$ cat src/rtl/pulse_param_scheduler.sv
// Double-buffered pulse-timing parameter bank with commit-on-period-start and an
// optional delay sweep that steps the active delay after a fixed number of shots.
`timescale 1ns/1ps
module pulse_param_scheduler #(
    parameter logic [7:0]  DEF_PER    = 8'd1,
    parameter logic [15:0] DEF_P1     = 16'd30,
    parameter logic [15:0] DEF_DEL    = 16'd200,
    parameter logic [15:0] DEF_P2     = 16'd30,
    parameter logic [7:0]  DEF_CP     = 8'd3,
    parameter logic [7:0]  DEF_PBL    = 8'd50,
    parameter logic [15:0] DEF_PBLOFF = 16'd100,
    parameter logic [2:0]  DEF_FLAGS  = 3'b011,
    parameter logic [31:0] DEF_NUTW   = 32'd50,
    parameter logic [31:0] DEF_NUTD   = 32'd300
) (
    input  logic        clk_pll,
    input  logic        reset,
    input  logic        wr_valid,
    output logic        wr_ready,
    input  logic [3:0]  wr_addr,
    input  logic [31:0] wr_data,
    input  logic        period_start,
    output logic [7:0]  per,
    output logic [15:0] p1wid,
    output logic [15:0] del,
    output logic [15:0] p2wid,
    output logic [7:0]  cp,
    output logic [7:0]  p_bl,
    output logic [15:0] p_bl_off,
    output logic [31:0] nut_w,
    output logic [31:0] nut_d,
    output logic        pu,
    output logic        bl,
    output logic        nut,
    output logic        busy,
    output logic        commit_done,
    output logic        sweep_done,
    output logic [15:0] point_idx
);

    typedef enum logic [1:0] {
        ST_IDLE  = 2'd0,
        ST_ARMED = 2'd1,
        ST_SWEEP = 2'd2
    } state_t;

    state_t      r_state;

    // Shadow bank, written by the host
    logic [7:0]  r_sh_per;
    logic [15:0] r_sh_p1;
    logic [15:0] r_sh_del;
    logic [15:0] r_sh_p2;
    logic [31:0] r_sh_nutw;
    logic [31:0] r_sh_nutd;
    logic [7:0]  r_sh_cp;
    logic [7:0]  r_sh_pbl;
    logic [15:0] r_sh_pbloff;
    logic [2:0]  r_sh_flags;
    logic [15:0] r_sh_step;
    logic [15:0] r_sh_shots;
    logic [15:0] r_sh_points;

    // Active bank, drives the pulse generator
    logic [7:0]  r_per;
    logic [15:0] r_p1;
    logic [15:0] r_del;
    logic [15:0] r_p2;
    logic [31:0] r_nutw;
    logic [31:0] r_nutd;
    logic [7:0]  r_cp;
    logic [7:0]  r_pbl;
    logic [15:0] r_pbloff;
    logic [2:0]  r_flags;

    // Sweep settings captured at commit, plus progress counters
    logic [15:0] r_sw_step;
    logic [15:0] r_sw_shots;
    logic [15:0] r_sw_points;
    logic [15:0] r_shot_cnt;
    logic [15:0] r_point_idx;
    logic        r_sw_en;

    logic        r_busy;
    logic        r_wr_ready;
    logic        r_commit_done;
    logic        r_sweep_done;

    logic        w_wr_fire;
    logic        w_commit;
    logic [15:0] w_shots_eff;
    logic        w_last_shot;
    logic [15:0] w_point_next;

    assign w_wr_fire    = wr_valid && r_wr_ready;
    assign w_commit     = w_wr_fire && (wr_addr == 4'hF);
    assign w_shots_eff  = (r_sw_shots == 16'd0) ? 16'd1 : r_sw_shots;
    assign w_last_shot  = (r_shot_cnt == (w_shots_eff - 16'd1));
    assign w_point_next = r_point_idx + 16'd1;

    // Shadow register writes; addresses D, E and the commit address store nothing here
    always_ff @(posedge clk_pll or posedge reset) begin
        if (reset) begin
            r_sh_per    <= DEF_PER;
            r_sh_p1     <= DEF_P1;
            r_sh_del    <= DEF_DEL;
            r_sh_p2     <= DEF_P2;
            r_sh_nutw   <= DEF_NUTW;
            r_sh_nutd   <= DEF_NUTD;
            r_sh_cp     <= DEF_CP;
            r_sh_pbl    <= DEF_PBL;
            r_sh_pbloff <= DEF_PBLOFF;
            r_sh_flags  <= DEF_FLAGS;
            r_sh_step   <= 16'd0;
            r_sh_shots  <= 16'd0;
            r_sh_points <= 16'd0;
        end else if (w_wr_fire) begin
            case (wr_addr)
                4'h0:    r_sh_per    <= wr_data[7:0];
                4'h1:    r_sh_p1     <= wr_data[15:0];
                4'h2:    r_sh_del    <= wr_data[15:0];
                4'h3:    r_sh_p2     <= wr_data[15:0];
                4'h4:    r_sh_nutw   <= wr_data;
                4'h5:    r_sh_nutd   <= wr_data;
                4'h6:    r_sh_cp     <= wr_data[7:0];
                4'h7:    r_sh_pbl    <= wr_data[7:0];
                4'h8:    r_sh_pbloff <= wr_data[15:0];
                4'h9:    r_sh_flags  <= wr_data[2:0];
                4'hA:    r_sh_step   <= wr_data[15:0];
                4'hB:    r_sh_shots  <= wr_data[15:0];
                4'hC:    r_sh_points <= wr_data[15:0];
                default: ;
            endcase
        end else begin
            r_sh_per <= r_sh_per;
        end
    end

    // Control FSM: arming, shadow-to-active commit and delay sweep stepping
    always_ff @(posedge clk_pll or posedge reset) begin
        if (reset) begin
            r_state       <= ST_IDLE;
            r_per         <= DEF_PER;
            r_p1          <= DEF_P1;
            r_del         <= DEF_DEL;
            r_p2          <= DEF_P2;
            r_nutw        <= DEF_NUTW;
            r_nutd        <= DEF_NUTD;
            r_cp          <= DEF_CP;
            r_pbl         <= DEF_PBL;
            r_pbloff      <= DEF_PBLOFF;
            r_flags       <= DEF_FLAGS;
            r_sw_step     <= 16'd0;
            r_sw_shots    <= 16'd0;
            r_sw_points   <= 16'd0;
            r_shot_cnt    <= 16'd0;
            r_point_idx   <= 16'd0;
            r_sw_en       <= 1'b0;
            r_busy        <= 1'b0;
            r_wr_ready    <= 1'b1;
            r_commit_done <= 1'b0;
            r_sweep_done  <= 1'b0;
        end else begin
            r_commit_done <= 1'b0;
            r_sweep_done  <= 1'b0;
            case (r_state)
                ST_IDLE: begin
                    if (w_commit) begin
                        r_state    <= ST_ARMED;
                        r_sw_en    <= wr_data[0];
                        r_busy     <= 1'b1;
                        r_wr_ready <= 1'b0;
                    end else begin
                        r_state <= ST_IDLE;
                    end
                end
                ST_ARMED: begin
                    if (period_start) begin
                        r_per         <= r_sh_per;
                        r_p1          <= r_sh_p1;
                        r_del         <= r_sh_del;
                        r_p2          <= r_sh_p2;
                        r_nutw        <= r_sh_nutw;
                        r_nutd        <= r_sh_nutd;
                        r_cp          <= r_sh_cp;
                        r_pbl         <= r_sh_pbl;
                        r_pbloff      <= r_sh_pbloff;
                        r_flags       <= r_sh_flags;
                        r_sw_step     <= r_sh_step;
                        r_sw_shots    <= r_sh_shots;
                        r_sw_points   <= r_sh_points;
                        r_shot_cnt    <= 16'd0;
                        r_point_idx   <= 16'd0;
                        r_commit_done <= 1'b1;
                        r_wr_ready    <= 1'b1;
                        if (r_sw_en && (r_sh_points != 16'd0)) begin
                            r_state <= ST_SWEEP;
                            r_busy  <= 1'b1;
                        end else begin
                            r_state <= ST_IDLE;
                            r_busy  <= 1'b0;
                        end
                    end else begin
                        r_state <= ST_ARMED;
                    end
                end
                ST_SWEEP: begin
                    // A fresh commit abandons the sweep silently
                    if (w_commit) begin
                        r_state    <= ST_ARMED;
                        r_sw_en    <= wr_data[0];
                        r_busy     <= 1'b1;
                        r_wr_ready <= 1'b0;
                    end else if (period_start) begin
                        if (w_last_shot) begin
                            r_shot_cnt  <= 16'd0;
                            r_del       <= r_del + r_sw_step;
                            r_point_idx <= w_point_next;
                            if (w_point_next == r_sw_points) begin
                                r_state      <= ST_IDLE;
                                r_busy       <= 1'b0;
                                r_sweep_done <= 1'b1;
                            end else begin
                                r_state <= ST_SWEEP;
                            end
                        end else begin
                            r_shot_cnt <= r_shot_cnt + 16'd1;
                        end
                    end else begin
                        r_state <= ST_SWEEP;
                    end
                end
                default: begin
                    r_state    <= ST_IDLE;
                    r_busy     <= 1'b0;
                    r_wr_ready <= 1'b1;
                end
            endcase
        end
    end

    assign per         = r_per;
    assign p1wid       = r_p1;
    assign del         = r_del;
    assign p2wid       = r_p2;
    assign cp          = r_cp;
    assign p_bl        = r_pbl;
    assign p_bl_off    = r_pbloff;
    assign nut_w       = r_nutw;
    assign nut_d       = r_nutd;
    assign nut         = r_flags[2];
    assign bl          = r_flags[1];
    assign pu          = r_flags[0];
    assign busy        = r_busy;
    assign wr_ready    = r_wr_ready;
    assign commit_done = r_commit_done;
    assign sweep_done  = r_sweep_done;
    assign point_idx   = r_point_idx;

endmodule

$ cat config.mk
export PLATFORM = sky130hd
export DESIGN_NAME = pulse_param_scheduler
export DESIGN_NICKNAME = d
export VERILOG_FILES = /design/src/rtl/pulse_param_scheduler.sv
export SDC_FILE = /design/constraint.sdc
export NUM_CORES = 1
export LEC_CHECK = 0
export BUFFER_PORTS_ARGS = -buffer_cell sky130_fd_sc_hd__buf_2
export CORE_AREA = 5 5 209 211
export DETAILED_ROUTE_END_ITERATION = 7
export DIE_AREA = 0 0 214 216
export GPL_TIMING_DRIVEN = 0
export PLACE_DENSITY = 0.66
export SLEW_MARGIN = 20
export SYNTH_ARGS = -nofsm -noshare
export SYNTH_HDL_FRONTEND = slang
export SYNTH_SLANG_ARGS = --single-unit
export TNS_END_PERCENT = 5
$ cat constraint.sdc
create_clock -name clk_pll -period 34.5 [get_ports clk_pll]
set_input_delay 0 -clock clk_pll [delete_from_list [all_inputs] [get_ports clk_pll]]
set_output_delay 0 -clock clk_pll [all_outputs]
set_load 0.01 [all_outputs]
==> qor.csv <==
stage,metric,value,unit
synthesis,yosys-top-cells-count,"nand2_1, dfrtp_1, mux2_2, clkbuf_1, nor2_1",
worst_setup_path,path_buf_inv,3,
worst_setup_path,slowest_delay,0.62,ns
floorplan,die_w,214,um
worst_setup_path,critPathKind,flip-flop to flip-flop,
floorplan,fp-row-count,75,
global_route,overflow,0,
synthesis,ys_seq_elements,445,
synthesis,async_flop_share,1.00,
power_and_ir_drop,p_int,0.000831,W
worst_setup_path,crit_fanout,10,
power_and_ir_drop,seqPwrFrac,0.494,
power_and_ir_drop,p_sw,0.000226,W
placement,dp_hpwl,37.5,mm
synthesis,synth_edf_count,0,
power_and_ir_drop,swShare,0.214,
clock_tree,post_cts_buffers,0,
placement,placed_cells,2563,
cells_and_area,multi_input_area,0.00759,mm^2
sta,relSlewSlack,0.329,
worst_setup_path,reg2reg_from,r_sw_shots[6]$_DFFE_PP0P_,
cells_and_area,final_layout_size_suffix_gt1_frac,0.274,
worst_setup_path,start_kind,flip-flop,
worst_setup_path,rr_endpoint,del[0]$_DFFE_PP0P_,
cells_and_area,syn_to_final_growth,19.6,%
synthesis,ys_seq_area_frac,0.581,
power_and_ir_drop,vdd_ir_drop_max,0.0346,mV
power_and_ir_drop,p_per_area,45.8,mW/mm^2
run,cap_violations,0,
synthesis,synth_warnings,0,
worst_setup_path,critPathCaptureType,flip-flop,
synthesis,syn_nets,1865,
clock_tree,clk_path_buf_depth,3,
floorplan,die_y,216,um
sta,skew,0.0189,ns
route,drtAntennaViolNets,0,
sta,clock.fmax,232,MHz
worst_setup_path,arrival,4.76,ns
clock_tree,cts_tree,done,
worst_setup_path,worstRegToRegCells,16,
worst_setup_path,rrSetupSlack,30.18,ns
run_status,status,"finished, final reports clean",
sta,min_period,4.32,ns
hold_path,hold-path-cell-count,4,
cells_and_area,fill_cells,3565,
worst_setup_path,path_delay_family,simple AND/OR/NAND/NOR gates,
worst_setup_path,critical_path_depth,16,
global_route,grt_pass1_wl,83.6,mm
power_and_ir_drop,pwr-share-comb,0.023,
worst_setup_path,cp_slowest_cell,or4_1,
global_route,grt_max_degree,106,
global_route,top_usage_layer,met2,
placement,io_buffers,214,
clock_tree,clk_latency,0.57,ns
synthesis,synth_flop_cell,dfrtp_1,
synthesis,syn_inst,1806,
cells_and_area,finalNetCount,2168,
sta,finalHoldViolCount,0,
floorplan,die_area,0.0462,mm^2
worst_setup_path,cp_common_cell,nor2_1,
clock_tree,h-tree-depth,2,
sta,drv_slew,0,
global_route,antenna_found_initial,5,
cells_and_area,antenna_cells,0,
synthesis,synth_top_area_cell,dfrtp_1,
global_route,use_met3,0.0570,
route,via_count,14300,
floorplan,start_util,0.464,
hold_path,holdPathEnd,r_sh_flags[2]$_DFFE_PP0P_,
route,drc,0,
clock_tree,clock_sinks,445,
clock_tree,cts_resized,0,
power_and_ir_drop,cellLeakagePower,12.2,nW
clock_tree,clk_pin_slew,0.06,ns
clock_tree,cts-root-buf,clkbuf_16,
global_route,track_usage,0.227,
placement,gp_congestion,0.888,
global_route,grt_pass1_vias,14600,
cells_and_area,layout.cells.non_filler,2685,
synthesis,yosys-top-cells-area,"dfrtp_1, mux2_2, nand2_1",
floorplan,ios,215,
route,wl_per_cell,19.7,um
global_route,grtUsageMet1,0.298,
cells_and_area,seq_area,0.0112,mm^2
sta,tightest_slew,1.01,ns
sta,period_share,0.125,
synthesis,synthMostInstantiatedCell,nand2_1,
synthesis,synth_top_area_frac,0.501,
power_and_ir_drop,clkPwrFrac,0.483,
sta,rsz0062_at_grt,no,
route,first_pass_iters,5,
floorplan,fp.coreArea,0.0416,mm^2
route,drt-total-wl,52.9,mm
hold_path,hp-class,input pin to flip-flop,
sta,setup_viol,0,
worst_setup_path,crit_required,34.95,ns
route,avgViaCountPerCell,5.32,
worst_setup_path,path_cells,clkbuf_1 > or4_1 > or3_4 > nor2_1 > nor2_1 > ha_1 > xnor2_1 > a221oi_1 > nand2_1 > nor4_1 > nand4_1 > a2111o_1 > buf_4 > nand2_8 > buf_6 > mux2_2,
clock_tree,cts_hold_buf,36,
global_route,use_met2,0.379,
route,first_iter_violations,764,
hold_path,hold_path_startpoint,wr_addr[0],
synthesis,synth_area,0.0193,mm^2
synthesis,avgSynthCellArea,10.7,um^2
synthesis,synth.distinct_cells,65,
clock_tree,cts_made_buffers,47,
sta,tns,0,ns
[sequential cells by signal, summed over array words and instances, names as in the netlist, 32 cells and up]
signal and flops:
r_sh_nutw 32, nut_w 32, nut_d 32, r_sh_nutd 32
[tightest hold or removal path, stage by stage]
cell	delay (ns)
buf_2	0.13
nand2_1	0.09
nor2_1	0.12
mux2_2	0.24
[metal layers]
layer / share of wire / wire length [um]
met1: 0.43 / 22700
met2: 0.48 / 25500
met3: 0.064 / 3370
met4: 0.024 / 1260
met5: 0.0010 / 54
[cell type report]
cell class                 instances  area share
buffer                            98      0.0171
clock inverter                    19     0.00890
sequential                       445       0.486
tap                              539      0.0292
multi-input combinational       1241       0.329
clock buffer                      67      0.0586
inverter                          22     0.00391
timing repair buffer             254      0.0669
[logic make-up after synthesis]
family	Yosys count	share of synthesized area
XOR/XNOR	46	0.0209
multiplexers	233	0.135
AO/OA/AOI/OAI	148	0.0513
AND/OR/NAND/NOR	795	0.174
flip-flops	445	0.581
buffers and inverters	120	0.0248
adder cells (fa/ha/maj)	19	0.0127
[how the worst max path moves through the flow]
stage | slack [ns] | startpoint | endpoint
floorplan | 22.20 | reset | busy$_DFFE_PP0P_
global placement | 17.68 | reset | point_idx[5]$_DFFE_PP0P_
detailed placement | 30.20 | r_sw_shots[6]$_DFFE_PP0P_ | del[5]$_DFFE_PP0P_
CTS | 30.17 | r_sw_shots[6]$_DFFE_PP0P_ | del[0]$_DFFE_PP0P_
global route | 29.89 | r_sw_shots[6]$_DFFE_PP0P_ | del[5]$_DFFE_PP0P_
finish | 30.18 | r_sw_shots[6]$_DFFE_PP0P_ | del[0]$_DFFE_PP0P_
[power groups by stage]
stage / sequential, W / clock (W) / combinational (W)
global placement: 0.000532 / 0 / 0.0000196
floorplan: 0.000532 / 0 / 0.00000885
global route: 0.000522 / 0.000544 / 0.0000271
CTS: 0.000522 / 0.000521 / 0.0000250
finish: 0.000522 / 0.000510 / 0.0000242
detailed placement: 0.000532 / 0 / 0.0000217
[stage by stage]
stage | power, W | area (um^2) | setup WS, ns | hold slack [ns] | utilization
2_1_floorplan | 0.000541 | 19300 | 22.20 | 0.133 | -
4_1_cts | 0.00107 | 23100 | 30.17 | 0.00679 | 0.555
3_3_place_gp | 0.000551 | 21000 | 17.68 | 0.248 | 0.506
3_5_place_dp | 0.000553 | 21100 | 30.20 | 0.0335 | 0.509
6_report | 0.00106 | 23100 | 30.18 | 0.0406 | 0.555
5_1_grt | 0.00109 | 23100 | 29.89 | 0.0522 | 0.555
[layout by cell type (no fill, tap or decap), types with 17 or more instances in the layout]
cell type,count
nand2_1,591
dfrtp_1,386
buf_2,218
mux2_2,216
clkbuf_1,96
nor2_1,60
dfstp_2,59
clkbuf_16,47
o21ai_0,42
dlygate4sd3_1,36
nand3_1,32
a21oi_1,29
xor2_1,25
xnor2_1,21
inv_1,20
ha_1,18
nor4_1,17
and3_1,17
No activity file was read; power rests on OpenSTA's default activity.
